File: src/rtl/hamming_best_match.sv
// rtl/hamming_best_match.sv - frame scorer picking the candidate closest to a latched reference
module hammingbenzer4bit (
  input  logic [3:0] A,
  input  logic [3:0] B,
  output logic [2:0] HB
);
  logic [3:0] eq;

  always_comb begin
    eq = ~(A ^ B);
    HB = 3'(eq[0]) + 3'(eq[1]) + 3'(eq[2]) + 3'(eq[3]);
  end
endmodule

module hamming_best_match #(
  parameter int N     = 8,
  parameter int IDX_W = 3
) (
  input  logic             clk,
  input  logic             rst_n,
  input  logic             start,
  input  logic [3:0]       ref_in,
  input  logic             cand_valid,
  input  logic [3:0]       cand_data,
  output logic             cand_ready,
  output logic             busy,
  output logic             done,
  output logic [IDX_W-1:0] best_idx,
  output logic [2:0]       best_hb,
  output logic [IDX_W:0]   exact_cnt
);
  localparam logic [1:0] S_IDLE = 2'd0;
  localparam logic [1:0] S_RUN  = 2'd1;
  localparam logic [1:0] S_DONE = 2'd2;

  logic [1:0]       state_q, state_d;
  logic [3:0]       ref_reg_q, ref_reg_d;
  logic [IDX_W:0]   cnt_q, cnt_d;
  logic [IDX_W-1:0] best_idx_q, best_idx_d;
  logic [2:0]       best_hb_q, best_hb_d;
  logic [IDX_W:0]   exact_cnt_q, exact_cnt_d;
  logic [2:0]       hb;
  logic             hs;

  hammingbenzer4bit u_score (
    .A  (ref_reg_q),
    .B  (cand_data),
    .HB (hb)
  );

  // Handshake qualifier uses only registered state, so cand_ready never depends on cand_valid.
  assign cand_ready = (state_q == S_RUN);
  assign done       = (state_q == S_DONE);
  assign busy       = (state_q != S_IDLE);
  assign hs         = cand_valid & cand_ready;
  assign best_idx   = best_idx_q;
  assign best_hb    = best_hb_q;
  assign exact_cnt  = exact_cnt_q;

  always_comb begin
    state_d     = state_q;
    ref_reg_d   = ref_reg_q;
    cnt_d       = cnt_q;
    best_idx_d  = best_idx_q;
    best_hb_d   = best_hb_q;
    exact_cnt_d = exact_cnt_q;
    case (state_q)
      S_IDLE: begin
        if (start) begin
          state_d     = S_RUN;
          ref_reg_d   = ref_in;
          cnt_d       = '0;
          best_idx_d  = '0;
          best_hb_d   = '0;
          exact_cnt_d = '0;
        end
      end
      S_RUN: begin
        if (hs) begin
          cnt_d = cnt_q + 1'b1;
          // Strict greater-than keeps the earliest candidate on ties.
          if (cnt_q == '0 || hb > best_hb_q) begin
            best_hb_d  = hb;
            best_idx_d = cnt_q[IDX_W-1:0];
          end
          if (hb == 3'd4) exact_cnt_d = exact_cnt_q + 1'b1;
          if (cnt_q == (IDX_W+1)'(N-1)) state_d = S_DONE;
        end
      end
      S_DONE:  state_d = S_IDLE;
      default: state_d = S_IDLE;
    endcase
  end

  always_ff @(posedge clk) begin
    if (!rst_n) begin
      state_q     <= S_IDLE;
      ref_reg_q   <= '0;
      cnt_q       <= '0;
      best_idx_q  <= '0;
      best_hb_q   <= '0;
      exact_cnt_q <= '0;
    end else begin
      state_q     <= state_d;
      ref_reg_q   <= ref_reg_d;
      cnt_q       <= cnt_d;
      best_idx_q  <= best_idx_d;
      best_hb_q   <= best_hb_d;
      exact_cnt_q <= exact_cnt_d;
    end
  end
endmodule

File: config.mk
export PLATFORM = sky130hd
export DESIGN_NAME = hamming_best_match
export DESIGN_NICKNAME = d
export VERILOG_FILES = /design/src/rtl/hamming_best_match.sv
export SDC_FILE = /design/constraint.sdc
export NUM_CORES = 1
export LEC_CHECK = 0
export CAP_MARGIN = 40
export CORE_UTILIZATION = 44
export CTS_CLUSTER_DIAMETER = 150
export DETAILED_ROUTE_END_ITERATION = 16
export PLACE_DENSITY = 0.74
export SLEW_MARGIN = 40
export SYNTH_ARGS = -nofsm -noshare
export SYNTH_HDL_FRONTEND = slang
export SYNTH_SLANG_ARGS = --single-unit
File: constraint.sdc
create_clock -name clk -period 2.8 [get_ports clk]
set_input_delay 0.56 -clock clk [delete_from_list [all_inputs] [get_ports clk]]
set_output_delay 0.56 -clock clk [all_outputs]
set_load 0.01 [all_outputs]
Word level (Yosys, flattened, before mapping):

Index checks and enable logic that the tools add are counted.

* register bits after elaboration: 20
* input bits: 12
* output and inout port bits: 13

* $add $sub $neg: 5
* order comparisons: 1
* eq/ne operators: 9
* muxes and demuxes: 17
* bitwise logic cells: 3
* reduce and logical (&&, ||, !) cells: 10

Operators by type and width (number)
* $mux W4: 4
* $pmux W4 S2: 2
* $mux W3: 5
* $pmux W3 S2: 2
* $add A4 B1 Y4 const B: 2
* $ne A2 B1 Y1 const B: 4
* $reduce_and A4 Y1: 2
* $add A3 B1 Y3: 2
* $mux W2: 3
* $reduce_and A3 Y1: 2
* $eq A4 B3 Y1 const B: 1
* $logic_not A4 Y1: 1
* $not A4 Y4: 1
* $pmux W2 S2: 1
* $reduce_bool A2 Y1: 2
* $xor A4 B4 Y4: 1
* $eq A3 B3 Y1 const B: 1
* $gt A3 B3 Y1: 1
* $add A1 B1 Y2: 1
* $eq A2 B1 Y1 const B: 1
* $eq A2 B2 Y1 const B: 1
* $logic_not A2 Y1: 1
* $ne A2 B2 Y1 const B: 1
* $reduce_and A2 Y1: 1
* 2 further kinds: 2

Logic depth before layout (Yosys ltp):

Gate-level depths: netlist (run 1).

* depth in word-level cells: 10
* depth in mapped cells: 11
* depth with buffers taken out: 11

By module:

A second synthesis (run 1) with hierarchy kept.

* cells, all modules: 111
* area, all modules: 1059.8 um^2

Modules (own cells, without submodules)
* hamming_best_match: instances 1, cells an instance 102, area each 972.2 um^2, seq. area each 400.4 um^2
* hammingbenzer4bit: instances 1, cells an instance 9, area each 87.6 um^2, seq. area each 0.0 um^2

Worst setup path before layout (run 1):

OpenSTA, ideal clock, no wires.

* path kind: input-to-reg
* start point: in cand_data[0]
* end point: reg best_hb_q[0], in the netlist best_hb[0]
* setup time: 0.072 ns
* arrival: 2.685 ns
* data required time: 2.728 ns
* slack: 0.043 ns
* cell stages on the path: 9
* path buffers: 0
* path through: xnor2_1 ha_1 inv_1 fa_1 ha_1 nor4bb_1 a31oi_1 a31oi_2 mux2i_1

* longest elaborated chain between the ends: 9
* elaborated cells between the ends (all ways): 12
* those cells by class: 3 x add/sub; 1 x order compare; 1 x eq/ne; 3 x mux; 2 x bitwise; 2 x reduce/logical

Ends and longest elaborated chain
* from (decl): line 24 `input logic [3:0] cand_data,`
* $xor A4 B4 Y4 (*): line 10 `eq = ~(A ^ B);`
* $not A4 Y4 (*): line 10
* $add A1 B1 Y2 (*): line 11 `HB = 3'(eq[0]) + 3'(eq[1]) + 3'(eq[2]) + 3'(eq[3]);`
* $add A3 B1 Y3 (*) (2 in series): line 11
* $gt A3 B3 Y1: line 82 `if (cnt_q == '0 || hb > best_hb_q) begin`
* $logic_or A1 B1 Y1: line 82
* $ne A2 B1 Y1 (no line)
* $reduce_and A4 Y1 (no line)
* to (signal assigned): line 108 `best_hb_q <= best_hb_d;`
* to (decl): line 40 `logic [2:0] best_hb_q, best_hb_d;`

Every way passes the cells marked *; elsewhere a longest branch is shown, timed or not. The select of a mux whose other input is x is not followed.
A chain may end at the register's enable or synchronous reset.

Final worst setup path (run 1):

* start point: in cand_data[1]
* end point: reg best_idx_q[2], in the netlist best_idx[2]

* longest elaborated chain between the ends: 9

Ends and longest elaborated chain
* $xor A4 B4 Y4: line 10
* $not A4 Y4: line 10
* $add A1 B1 Y2: line 11
* $add A3 B1 Y3 (2 in series): line 11
* $gt A3 B3 Y1: line 82
* $logic_or A1 B1 Y1: line 82
* $ne A2 B1 Y1 (no line)
* $reduce_and A4 Y1 (no line)
* to (signal assigned): line 107 `best_idx_q <= best_idx_d;`
* to (decl): line 39 `logic [IDX_W-1:0] best_idx_q, best_idx_d;`

Every way passes these cells.

==> qor.csv, run 1 <==
stage,metric,value,unit
finish,fin area,1480,sq um
synth,Seq cells post-synth,20,
finish,layout cells sized above 1,0.138,
run_status,status,"finished, final reports clean",
synth,largest cells by area after synthesis,"dfxtp_1, mux2i_1, ha_1",
setup_path,cell mode on critical path,a31oi_1,
min_path,Hold Crit Depth,2,
route,post-route ant nets,0,
power,leakage power,0.565,nW
finish,Nets,181,
clock_tree,Post-CTS Hold Fix Bufs,0,
grt,antenna violations before repair,0,
clock_tree,clock tree root driver cell,clkbuf_4,
setup_path,CP Launch Type,input port,
route,DR vias,998,
setup_path,"Arr. time, crit path",2.92,ns
power,Pwr Total,0.656,mW
synth,Yosys warning count,0,
clock_tree,CTS buffer count,3,
floorplan,Die Wd,51.5,microns
finish,n_diodes,0,
clock_tree,worst skew pair latency,0.29,ns
power,power per standard cell area,443,nW/um^2
grt,largest net degree at the start of global routing,11,
power,maximum vdd drop,0.000287,V
grt,global-route usage over all layers,0.204,
place,placed cell area,1410,sq um
floorplan,Placeable Area,2250,sq um
place,Final Wtd Congestion,0.848,
clock_tree,CTS tree,done,
floorplan,Die ar.,2650,sq um
grt,vias in the first global route,942,
place,DP HPWL,1840,microns
floorplan,standard-cell rows,17,
route,DR pass1 iterations,4,
route,1st-iter DRT viols,11,
synth,Synth area leader,dfxtp_1,
floorplan,Die H,51.5,microns
setup_path,worst reg-to-reg setup slack,0.26,ns
finish,post-layout util,0.656,
sta,post-route minimum period,2.71,ns
setup_path,"critical path, cell by cell","dlygate4sd2_1, xnor2_1, ha_1, inv_1, fa_2, ha_4, nor4bb_2, a31oi_1, or3_1, a31oi_1",
synth,Synth cell types,33,
synth,cells after synthesis,125,
flow_run,number of max-cap violations,0,
route,Total Wirelength,2350,microns
synth,Synth Net Count,145,
setup_path,CP max FO,3,
synth,synthesized area per cell,8.63,sq um
floorplan,effective utilization at floorplan,0.478,
place,IO Port Bufs,24,
sta,fmax,368,MHz
setup_path,"Req. time, crit path",3.01,ns
synth,area share of the largest cell type after synthesis,0.371,
route,vias per cell,5.34,
sta,worst slew pin tran,0.492,ns
grt,GRT overflow,0,
sta,Final period util,0.969,
route,Wirelength per Cell,12.6,microns
grt,first-pass GRT wire length,4120,microns
sta,Slew Limit Headroom,0.669,
synth,"Seq/Total Area, Yosys",0.371,
setup_path,Crit path largest cell delay,0.57,ns
setup_path,slowest CP cell,fa_2,
route,DR DRC count,0,
sta,"Slew Viols, Final",0,
sta,final setup vio count,0,
clock_tree,Clock Sinks,20,
sta,skew final,0.0103,ns
finish,Layout area overhead,37.2,%
min_path,Tightest Hold Check Type,flop to flop,
setup_path,crit path capture type,flop,
clock_tree,Longest Clk Path Bufs,2,
synth,synthesized cell area,1080,sq um
clock_tree,register clock-pin slew on the reported worst setup and hold paths,0.10,ns
sta,final hold viol count,0,
setup_path,WS Path Type,input port to flop,
floorplan,I/O Pins,25,
clock_tree,H-tree depth,1,
setup_path,R2R depth,9,
[cell usage in the layout, fill, tap and decap left out, types with 2 or more instances in the layout]
cell type | Yosys | layout
o21ai_0 | 6 | 5
a21oi_1 | 6 | 6
ha_1 | 7 | 5
dlygate4sd2_1 | 0 | 2
nand3b_1 | 3 | 3
buf_4 | 0 | 9
mux2i_1 | 9 | 9
ha_4 | 0 | 2
inv_1 | 9 | 9
nor3_1 | 2 | 2
nor2b_1 | 3 | 3
nor2_1 | 15 | 15
or2_2 | 2 | 2
nand3_1 | 6 | 6
clkdlybuf4s50_1 | 0 | 22
dfxtp_1 | 20 | 20
xnor2_1 | 4 | 4
clkbuf_4 | 0 | 3
or3_1 | 3 | 3
nand2_1 | 9 | 9
a31oi_1 | 2 | 2
[area by class of cell]
type | instances | area, sq um
Timing Repair Buffer | 34 | 317
Sequential cell | 20 | 400
Fill cell | 202 | 774
Multi-Input combinational cell | 92 | 668
Clock buffer | 3 | 22.5
Tap cell | 28 | 35.0
Inverter | 10 | 37.5
[state kept, by name (all words and copies together) (netlist names)]
| register | cells |
|---|---|
| state_q | 2 |
| exact_cnt | 4 |
| cnt_q | 4 |
| best_hb | 3 |
| ref_reg_q | 4 |
| best_idx | 3 |
[final timing paths]
kind / start / endpoint
setup / recovery: cand_data[1] / best_idx[2]
hold / removal: best_idx[1] / best_idx[1]
setup reg to reg: ref_reg_q[0] / best_idx[2]
hold reg to reg: best_idx[1] / best_idx[1]
[report_power, final]
part	leakage [nW]	switching, mW	internal [mW]
combinational	0.389	0.102	0.122
sequential	0.162	0.00862	0.293
clock	0.0138	0.0805	0.0500
total	0.565	0.191	0.465
[worst max-delay path, delay by kind of cell]
kind	cells	cell delay [ns]
xor+xnor	1	0.13
fa+ha+maj	3	1.06
compound gates	2	0.28
buf+inv	2	0.28
simple gates	2	0.61
[repair_timing]
item,4_1_cts,5_1_grt
setup endpoints to repair,10,6
setup buffers,1,0
pin swaps,7,0
resized for setup,7,2
[synthesized netlist by cell type]
cell type	number
buf_2	2
xnor2_1	4
ha_1	7
a21boi_1	1
a22oi_1	1
o21bai_1	1
nand4b_1	1
inv_1	9
dfxtp_1	20
clkinv_1	1
nor2_2	1
nand3b_1	3
or2_2	2
a31oi_2	1
a31oi_1	2
mux2i_1	9
fa_1	1
nand3_1	6
nor4bb_1	1
nor2_1	15
nand4_1	1
o31a_1	1
nand2_1	9
or3_1	3
o21ai_0	6
a21oi_1	6
xor2_1	2
a211o_1	1
clkbuf_1	1
nor3b_1	1
a311o_1	1
nor2b_1	3
nor3_1	2
[metrics by stage]
stage	TNS (ns)	setup slack (ns)	instances	hold WS, ns
final	0	0.0863	187	0.457
after global routing	-0.00808	-0.00808	187	0.479
after CTS	0	0.0849	187	0.463
after detailed placement	-4.65	-0.540	183	0.465
after global placement	-3.86	-0.437	183	0.441
after floorplan	0	0.0434	125	0.474
[cells by family (layout without fill, tap and decap cells)]
group                      count (synthesis)  in the layout  synth area share
AOI/OAI and AO/OA                         21             21             0.125
adders and majority gates                  8              8            0.0998
and+or+nand+nor                           48             48             0.224
xor gates and xnor gates                   6              6            0.0487
buffers and inverters                     13             47            0.0476
muxes                                      9              9            0.0835
DFF                                       20             20             0.371
[layer usage]
layer | up-vias | share of wire | track usage
met1 | 465 | 0.45 | 0.262
li1 | 501 | - | -
met5 | - | 0 | 0
met3 | 2 | 0.042 | 0.0292
met2 | 30 | 0.50 | 0.344
met4 | 0 | 0.0043 | 0.0766
Power figures use the tool's default switching activity.
==> run 2, diff against run 1 <==
--- a/config.mk
+++ b/config.mk
@@ -6,10 +6,13 @@
 export NUM_CORES = 1
 export LEC_CHECK = 0
 export CAP_MARGIN = 40
-export CORE_UTILIZATION = 44
+export CELL_PAD_IN_SITES_DETAIL_PLACEMENT = 0
+export CELL_PAD_IN_SITES_GLOBAL_PLACEMENT = 1
+export CORE_UTILIZATION = 32
 export CTS_CLUSTER_DIAMETER = 150
 export DETAILED_ROUTE_END_ITERATION = 16
-export PLACE_DENSITY = 0.74
+export PLACE_DENSITY_LB_ADDON = 0.1
+export REMOVE_ABC_BUFFERS = 1
 export SLEW_MARGIN = 40
 export SYNTH_ARGS = -nofsm -noshare
 export SYNTH_HDL_FRONTEND = slang
==> qor.csv, run 2 (synthesis results as in run 1) <==
stage,metric,value,unit
setup_path,WP buf/inv,1,
route,vias per cell,4.82,
route,Total Wirelength,2380,microns
power,P_int,0.477,mW
setup_path,slowest CP cell,fa_1,
setup_path,"Req. time, crit path",3.03,ns
setup_path,Crit path largest cell delay,0.50,ns
power,maximum vdd drop,0.000203,V
power,Switch Pwr,0.207,mW
min_path,Tightest Hold Check Type,flop to flop,
setup_path,CP Launch Type,input port,
power,Sw Ratio,0.303,
sta,final setup vio count,0,
place,IO Port Bufs,24,
route,DR pass1 iterations,4,
sta,final hold viol count,0,
run_status,status,"finished, final reports clean",
sta,skew final,0.00268,ns
setup_path,"critical path, cell by cell","clkdlybuf4s50_1, xor2_1, fa_1, ha_4, nor4bb_4, a31oi_4, or3_1, a31oi_1",
finish,"commonest non-fill, non-tap cells in the layout","clkdlybuf4s50_1, dfxtp_1, nor2_1",
sta,worst slew pin tran,0.490,ns
setup_path,WS Path Type,input port to flop,
sta,fmax,373,MHz
setup_path,CP max FO,4,
floorplan,Placeable Area,3130,sq um
finish,"commonest non-fill, non-tap cell in the layout",clkdlybuf4s50_1,
finish,layout cells sized above 1,0.134,
finish,Register Area,400,sq um
finish,Layout area overhead,40.6,%
clock_tree,CTS buffer count,3,
power,leakage power,0.559,nW
grt,largest net degree at the start of global routing,11,
grt,vias in the first global route,918,
setup_path,"Arr. time, crit path",2.91,ns
finish,Nets,179,
finish,area of the multi-input gates,703,sq um
sta,post-route minimum period,2.68,ns
floorplan,Die ar.,3610,sq um
route,DR vias,969,
sta,Final period util,0.957,
place,DP HPWL,1820,microns
floorplan,I/O Pins,25,
route,1st-iter DRT viols,40,
clock_tree,H-tree depth,1,
clock_tree,Post-CTS Hold Fix Bufs,0,
place,Cells after DPL,197,
finish,n_diodes,0,
floorplan,Die Wd,60.1,microns
clock_tree,Longest Clk Path Bufs,2,
finish,Fillers,332,
clock_tree,clock tree root driver cell,clkbuf_4,
clock_tree,register clock-pin slew on the reported worst setup and hold paths,0.11,ns
clock_tree,worst skew pair latency,0.30,ns
setup_path,crit path capture type,flop,
floorplan,standard-cell rows,20,
clock_tree,Clock Sinks,20,
floorplan,effective utilization at floorplan,0.345,
grt,antenna violations before repair,0,
grt,GRT overflow,0,
setup_path,Crit path max-delay family,adder cells,
place,Final Wtd Congestion,0.762,
flow_run,number of max-cap violations,0,
finish,post-layout util,0.485,
power,Clk pwr share,0.201,
route,Wirelength per Cell,11.8,microns
power,Pwr Total,0.684,mW
sta,unrepaired setup endpoints after global routing,no,
route,DR DRC count,0,
sta,"Slew Viols, Final",0,
sta,Slew Limit Headroom,0.664,
clock_tree,CTS tree,done,
power,Seq pwr share,0.440,
grt,global-route usage over all layers,0.158,
floorplan,Die H,60.1,microns
power,power per standard cell area,451,nW/um^2
power,combinational share of power,0.359,
grt,first-pass GRT wire length,4220,microns
finish,"non-filler cells, final",201,
route,post-route ant nets,0,
-- run 2: cell count changes in the layout (fill, tap and decap cells not counted), sizes merged --
cell  delta
buf      -2
-- run 2: power groups by stage --
| stage | sequential, mW | combinational, mW | clock (mW) |
|---|---|---|---|
| floorplan | 0.307 | 0.105 | 0 |
| global placement | 0.307 | 0.180 | 0 |
| detailed placement | 0.307 | 0.183 | 0 |
| CTS | 0.301 | 0.247 | 0.145 |
| global route | 0.303 | 0.271 | 0.163 |
| finish | 0.301 | 0.245 | 0.137 |
-- run 2: worst reg2reg max path: stages (launching register included) --
cell      delay (ns)
dfxtp_1         0.34
xnor2_1         0.12
ha_1            0.27
inv_1           0.05
fa_1            0.55
ha_4            0.24
nor4bb_4        0.30
a31oi_4         0.08
or3_1           0.35
a31oi_1         0.15
-- run 2: stage by stage --
step | setup slack [ns] | hold WS (ns) | cell area [sq um] | setup TNS (ns)
after floorplan | 0.0434 | 0.474 | 1060 | 0
after global placement | -0.534 | 0.448 | 1410 | -4.20
after detailed placement | -0.597 | 0.457 | 1410 | -4.61
after CTS | 0.108 | 0.474 | 1520 | 0
after global routing | 0.00533 | 0.494 | 1520 | 0
final | 0.120 | 0.464 | 1520 | 0
-- run 2: per-layer routing --
metal	share of wire	vias to the layer above	wire length (microns)	global-route usage
li1	-	496	-	-
met1	0.49	450	1170	0.218
met2	0.46	19	1100	0.246
met3	0.031	4	73	0.0281
met4	0.012	0	29	0.0598
met5	0	-	0	0
-- run 2: cell type report --
| class | instances | area share |
|---|---|---|
| multi-input combinational | 92 | 0.464 |
| sequential | 20 | 0.264 |
| timing repair buffer | 32 | 0.196 |
| tap | 44 | 0.0363 |
| inverter | 10 | 0.0248 |
| clock buffer | 3 | 0.0149 |
-- run 2: worst paths after layout --
kind / from / endpoint / slack, ns / cells past startpoint
max reg2reg: ref_reg_q[1] / best_idx[2] / 0.29 / 9
min reg2reg: best_idx[0] / best_idx[0] / 0.46 / 2
min: best_idx[0] / best_idx[0] / 0.46 / 2
max: cand_data[2] / best_idx[2] / 0.12 / 8
-- run 2: timing repair --
item	CTS	global route
setup buffers	1	0
gates resized for setup	13	0
setup endpoints to repair	8	0
